## src/rtl/alu_seq_pkg.sv

```systemverilog
`default_nettype none
// +--------------------------------------------------------------------+
// | Module   : alu_seq_pkg                                             |
// | Purpose  : Shared command codes, FSM state type and helpers for    |
// |            the ALU sequencer and its register file.                |
// | Revision : 1.0 - initial release                                   |
// +--------------------------------------------------------------------+
package alu_seq_pkg;

  localparam int DATA_W    = 8;
  localparam int NREGS     = 4;
  localparam int REG_IDX_W = $clog2(NREGS);

  // ALU command codes; the sequencer only passes these through.
  localparam logic [3:0] CMD_ADD    = 4'h0;
  localparam logic [3:0] CMD_SUB    = 4'h1;
  localparam logic [3:0] CMD_AND    = 4'h2;
  localparam logic [3:0] CMD_OR     = 4'h3;
  localparam logic [3:0] CMD_XOR    = 4'h4;
  localparam logic [3:0] CMD_NOT_A  = 4'h5;
  localparam logic [3:0] CMD_SHL    = 4'h6;
  localparam logic [3:0] CMD_SHR    = 4'h7;
  localparam logic [3:0] CMD_PASS_B = 4'h8;
  localparam logic [3:0] CMD_ADC    = 4'h9;
  localparam logic [3:0] CMD_SBB    = 4'hA;
  localparam logic [3:0] CMD_NAND   = 4'hB;
  localparam logic [3:0] CMD_NOR    = 4'hC;
  localparam logic [3:0] CMD_XNOR   = 4'hD;
  localparam logic [3:0] CMD_AND_TC = 4'hE;
  localparam logic [3:0] CMD_NOR_TC = 4'hF;

  typedef enum logic [1:0] {
    IDLE = 2'd0,
    EXEC = 2'd1,
    RESP = 2'd2
  } state_e;

  // Only arithmetic commands produce a meaningful carry/borrow.
  function automatic logic is_arith(input logic [3:0] cmd);
    return (cmd == CMD_ADD) || (cmd == CMD_SUB) ||
           (cmd == CMD_ADC) || (cmd == CMD_SBB);
  endfunction

endpackage
`default_nettype wire

```

## src/rtl/alu_seq_regfile.sv

```systemverilog
`default_nettype none
// +--------------------------------------------------------------------+
// | Module   : alu_seq_regfile                                         |
// | Purpose  : NREGS x DATA_W register file, two combinational read    |
// |            ports, one synchronous write port, synchronous clear.   |
// | Revision : 1.0 - initial release                                   |
// +--------------------------------------------------------------------+
module alu_seq_regfile #(
  parameter int DATA_W = 8,
  parameter int NREGS  = 4
) (
  input  logic                     clk,
  input  logic                     rst,
  input  logic [$clog2(NREGS)-1:0] rd_addr_a,
  input  logic [$clog2(NREGS)-1:0] rd_addr_b,
  output logic [DATA_W-1:0]        rd_data_a,
  output logic [DATA_W-1:0]        rd_data_b,
  input  logic                     wr_en,
  input  logic [$clog2(NREGS)-1:0] wr_addr,
  input  logic [DATA_W-1:0]        wr_data
);

  logic [NREGS-1:0][DATA_W-1:0] mem_q;
  logic [NREGS-1:0][DATA_W-1:0] mem_d;

  assign rd_data_a = mem_q[rd_addr_a];
  assign rd_data_b = mem_q[rd_addr_b];

  // Next-state of the storage: single write port, otherwise hold.
  always_comb begin
    mem_d = mem_q;
    if (wr_en) begin
      mem_d[wr_addr] = wr_data;
    end
  end

  // Storage flops; reset clears every entry and overrides any write.
  always_ff @(posedge clk) begin
    if (rst) begin
      mem_q <= '0;
    end else begin
      mem_q <= mem_d;
    end
  end

endmodule
`default_nettype wire

```

## src/rtl/alu_sequencer.sv

```systemverilog
`default_nettype none
// +--------------------------------------------------------------------+
// | Module   : alu_sequencer                                           |
// | Purpose  : Accepts register/immediate instructions, drives an      |
// |            external combinational ALU, writes back and returns the |
// |            result with carry/zero flags over a valid/ready port.   |
// | Revision : 1.0 - initial release                                   |
// +--------------------------------------------------------------------+
module alu_sequencer #(
  parameter int DATA_W = alu_seq_pkg::DATA_W,
  parameter int NREGS  = alu_seq_pkg::NREGS
) (
  input  logic                     clk,
  input  logic                     rst,
  input  logic                     in_valid,
  output logic                     in_ready,
  input  logic [3:0]               in_cmd,
  input  logic [$clog2(NREGS)-1:0] in_ra,
  input  logic [$clog2(NREGS)-1:0] in_rb,
  input  logic                     in_use_imm,
  input  logic [DATA_W-1:0]        in_imm,
  input  logic [$clog2(NREGS)-1:0] in_rd,
  input  logic                     in_wb,
  output logic [3:0]               alu_command,
  output logic [DATA_W-1:0]        alu_a,
  output logic [DATA_W-1:0]        alu_b,
  input  logic [DATA_W-1:0]        alu_out,
  input  logic                     alu_carry,
  output logic                     res_valid,
  input  logic                     res_ready,
  output logic [DATA_W-1:0]        res_data,
  output logic                     res_carry,
  output logic                     res_zero,
  output logic                     busy
);

  import alu_seq_pkg::*;

  localparam int IDX_W = $clog2(NREGS);

  state_e              state_q, state_d;
  logic [3:0]          cmd_q, cmd_d;
  logic [DATA_W-1:0]   a_q, a_d;
  logic [DATA_W-1:0]   b_q, b_d;
  logic [IDX_W-1:0]    rd_q, rd_d;
  logic                wb_q, wb_d;
  logic [DATA_W-1:0]   res_data_q, res_data_d;
  logic                c_q, c_d;
  logic                z_q, z_d;

  logic [DATA_W-1:0]   rf_a;
  logic [DATA_W-1:0]   rf_b;
  logic                rf_we;

  // Write-back happens only at the end of EXEC and never while reset is high.
  assign rf_we = (state_q == EXEC) && wb_q && !rst;

  alu_seq_regfile #(
    .DATA_W (DATA_W),
    .NREGS  (NREGS)
  ) u_regfile (
    .clk       (clk),
    .rst       (rst),
    .rd_addr_a (in_ra),
    .rd_addr_b (in_rb),
    .rd_data_a (rf_a),
    .rd_data_b (rf_b),
    .wr_en     (rf_we),
    .wr_addr   (rd_q),
    .wr_data   (alu_out)
  );

  // Next-state logic: operand capture in IDLE, result capture in EXEC,
  // hand-off in RESP. Everything holds by default so ALU inputs never glitch.
  always_comb begin
    state_d    = state_q;
    cmd_d      = cmd_q;
    a_d        = a_q;
    b_d        = b_q;
    rd_d       = rd_q;
    wb_d       = wb_q;
    res_data_d = res_data_q;
    c_d        = c_q;
    z_d        = z_q;
    unique case (state_q)
      IDLE: begin
        if (in_valid) begin
          cmd_d   = in_cmd;
          a_d     = rf_a;
          b_d     = in_use_imm ? in_imm : rf_b;
          rd_d    = in_rd;
          wb_d    = in_wb;
          state_d = EXEC;
        end
      end
      EXEC: begin
        res_data_d = alu_out;
        z_d        = (alu_out == '0);
        if (is_arith(cmd_q)) begin
          c_d = alu_carry;
        end
        state_d = RESP;
      end
      RESP: begin
        if (res_ready) begin
          state_d = IDLE;
        end
      end
      default: state_d = IDLE;
    endcase
  end

  // State and datapath registers; reset discards any in-flight result.
  always_ff @(posedge clk) begin
    if (rst) begin
      state_q    <= IDLE;
      cmd_q      <= '0;
      a_q        <= '0;
      b_q        <= '0;
      rd_q       <= '0;
      wb_q       <= 1'b0;
      res_data_q <= '0;
      c_q        <= 1'b0;
      z_q        <= 1'b0;
    end else begin
      state_q    <= state_d;
      cmd_q      <= cmd_d;
      a_q        <= a_d;
      b_q        <= b_d;
      rd_q       <= rd_d;
      wb_q       <= wb_d;
      res_data_q <= res_data_d;
      c_q        <= c_d;
      z_q        <= z_d;
    end
  end

  assign in_ready    = (state_q == IDLE);
  assign res_valid   = (state_q == RESP);
  assign busy        = (state_q != IDLE);
  assign alu_command = cmd_q;
  assign alu_a       = a_q;
  assign alu_b       = b_q;
  assign res_data    = res_data_q;
  assign res_carry   = c_q;
  assign res_zero    = z_q;

endmodule
`default_nettype wire

```

## config.mk

```make
export PLATFORM = sky130hd
export DESIGN_NAME = alu_sequencer
export DESIGN_NICKNAME = d
export VERILOG_FILES = /design/src/rtl/alu_seq_pkg.sv /design/src/rtl/alu_seq_regfile.sv /design/src/rtl/alu_sequencer.sv
export SDC_FILE = /design/constraint.sdc
export NUM_CORES = 1
export LEC_CHECK = 0
export CAP_MARGIN = 30
export CELL_PAD_IN_SITES_DETAIL_PLACEMENT = 0
export CELL_PAD_IN_SITES_GLOBAL_PLACEMENT = 1
export CORE_MARGIN = 2
export CORE_UTILIZATION = 40
export CTS_CLUSTER_DIAMETER = 80
export CTS_CLUSTER_SIZE = 14
export DETAILED_ROUTE_END_ITERATION = 8
export PLACE_DENSITY = 0.86
export SLEW_MARGIN = 20
export SYNTH_ARGS = -nofsm -noshare
export SYNTH_HDL_FRONTEND = slang
export SYNTH_SLANG_ARGS = --single-unit
```

## constraint.sdc

```tcl
create_clock -name clk -period 2.5 [get_ports clk]
set_input_delay 0.25 -clock clk [delete_from_list [all_inputs] [get_ports clk]]
set_output_delay 0.25 -clock clk [all_outputs]
set_load 0.05 [all_outputs]
```

==> flow_summary.yaml <==
status:
  status: "finished clean"
sta:
  layout_min_cycle_time_ns: 2.12
  tightest_slew_ns: 0.741
  fin_skew_ns: 0.00909
  final-hold-violation-count: 0
  rsz0062_at_grt: "no"
  max_freq_mhz: 471
  fin_crit_sh: 0.849
  maxSlewViolCount: 0
  setup_viol: 0
  tns_ns: 0
  maxSlewHeadroom: 0.505
final_layout:
  fin_util: 0.533
  final_area_um2: 3840
  final_nets: 435
  area_growth_pct: 30.2
  final_cells: 506
  antenna_cells: 0
  drive_gt1_frac: 0.0860
cts:
  ctsHoldBuffers: 0
  cts_root_buffer: "clkbuf_8"
  cts_tree: "yes"
  clkSinkCount: 67
  cts_setup_buffers: 0
  cts_buffers: 9
  cts_resized: 0
  clk_latency_ns: 0.34
  cts.clk_slew.worst_paths_ns: 0.08
  htreeDepth: 3
  clockBufferDepth: 2
worst_setup_path:
  startpoint_type: "register"
  crit_fanout: 5
  crit_required_ns: 2.25
  crit_type: "reg2out"
  cp_data_arrival_time_ns: 1.87
  end_kind: "output pin"
synthesis:
  avgSynthCellArea_um2: 8.51
  synth_cell_types: 28
  synth_area_um2: 2950
  syn-num-nets: 380
  synth_ff_type: "dfxtp_1"
  synth_most_common_cell: "nand2_1"
  synthCells: 347
  synth_common_cells: "105 x nand2_1, 67 x dfxtp_1, 49 x a21oi_1"
  synth_top_area_cell: "dfxtp_1"
  yosysWarnings: 0
  ys_seq_elements: 67
  seq_area_frac_synth: 0.454
  yosysTopAreaCellShare: 0.454
  synth_edf_count: 0
  yosys-top-cells-area: "dfxtp_1 45%, nand2_1 13%, mux2i_1 8.5%, a21oi_1 8.3%, mux4_2 6.1%"
  async_flop_share: 0
pwr:
  vdd_drop_max_uv: 347
  power.density_nw_per_um2: 625
  leakagePower_nw: 1.30
  power_mw: 2.40
drt:
  wirelength_um: 6980
  drc: 0
  ant_nets: 0
  routed-via-count: 2497
  wl_per_cell_um: 13.8
  viasPerCell: 4.93
  first_pass_iters: 4
  drtIter0Drc: 99
place:
  io_buffers: 65
  place_congestion: 0.770
  hpwl_um: 5150
  placed_area_um2: 3630
  dp_cells: 490
global_routing:
  grt_pass1_wl_um: 11600
  first_global_vias: 2372
  antenna_found_initial: 0
  grt_overflow_total: 0
  grt_max_degree: 33
  grt_use_total: 0.176
floorplan:
  die_h_um: 89.9
  rows: 31
  coreArea_um2: 7210
  die_w_um: 89.9
  floorplan.initialDensity: 0.409
  dieArea_um2: 8090
  design.portCount: 66
run:
  maxCapViolCount: 0
min_path:
  min_path_type: "in2reg"
cells by family after synthesis:
logic type,Yosys count,share of synthesized area
compound gates,57,0.107
xor+xnor,1,0.00297
flops,67,0.454
buf+inv,27,0.0449
simple gates,162,0.246
mux,33,0.146
critical path, cell delays in order (launching register included):
cell and delay, ns:
dfxtp_1 0.36, nor2_1 0.30, clkdlybuf4s50_1 0.87
power by group:
| part | internal [mW] | switching, mW |
|---|---|---|
| registers | 1.10 | 0.0208 |
| clock network | 0.516 | 0.420 |
| logic | 0.135 | 0.215 |
| total | 1.75 | 0.656 |
flip-flops by register name (all words and copies together), names as in the netlist:
| register | count |
|---|---|
| res_carry | 1 |
| wb_q | 1 |
| alu_command | 4 |
| res_data | 8 |
| res_zero | 1 |
| alu_b | 8 |
| rd_q | 2 |
| u_regfile.mem_q | 32 |
| alu_a | 8 |
| state_q | 2 |
layout make-up:
class	count	area, µm²
Tap cell	99	124
Multi-Input combinational cell	253	1480
Fill cell	706	3370
Clock buffer	11	151
Timing Repair Buffer	70	683
Clock inverter	5	61.3
Sequential cell	67	1340
Inverter	1	3.75
layout by cell type, fill, tap and decap left out:
| master | instances |
|---|---|
| dfxtp_1 | 67 |
| xnor2_1 | 1 |
| buf_2 | 1 |
| buf_4 | 5 |
| o221ai_1 | 8 |
| and2_1 | 1 |
| nor2b_1 | 2 |
| nor3b_1 | 1 |
| nand2_1 | 105 |
| inv_1 | 1 |
| mux2i_1 | 25 |
| clkbuf_8 | 11 |
| nor3_1 | 9 |
| clkinvlp_4 | 3 |
| nor4_1 | 2 |
| nand3_1 | 1 |
| mux4_2 | 8 |
| or4_1 | 2 |
| nand4_1 | 1 |
| or2_2 | 1 |
| bufinv_16 | 1 |
| a21oi_1 | 49 |
| nor4_4 | 2 |
| nor4b_2 | 1 |
| nand2b_1 | 6 |
| nor2_1 | 26 |
| clkdlybuf4s50_1 | 64 |
| nand2b_4 | 1 |
| and4_1 | 1 |
| clkinv_4 | 1 |
worst paths after layout:
path / start / endpoint / slack (ns) / cells after the start
worst max register to register: state_q[0] / alu_b[6] / 0.87 / 4
worst min-delay path: rst / alu_command[2] / 0.31 / 2
worst min register to register: res_data[2] / res_data[2] / 0.46 / 2
worst max-delay path: state_q[0] / in_ready / 0.38 / 2
stage by stage:
stage / worst slack (ns) / hold WS (ns)
3_3_place_gp: 0.612 / 0.443
5_1_grt: 0.277 / 0.321
4_1_cts: 0.341 / 0.306
2_1_floorplan: 0.624 / 0.386
3_5_place_dp: 0.594 / 0.450
6_report: 0.378 / 0.308
routing by layer:
layer / track usage / routed length (µm) / vias to the layer above
met5: 0 / 0 / -
met4: 0.0705 / 59 / 0
met3: 0.0411 / 326 / 4
met2: 0.268 / 3120 / 61
met1: 0.244 / 3480 / 1144
li1: - / - / 1288
No activity file was read; power rests on OpenSTA's default activity.
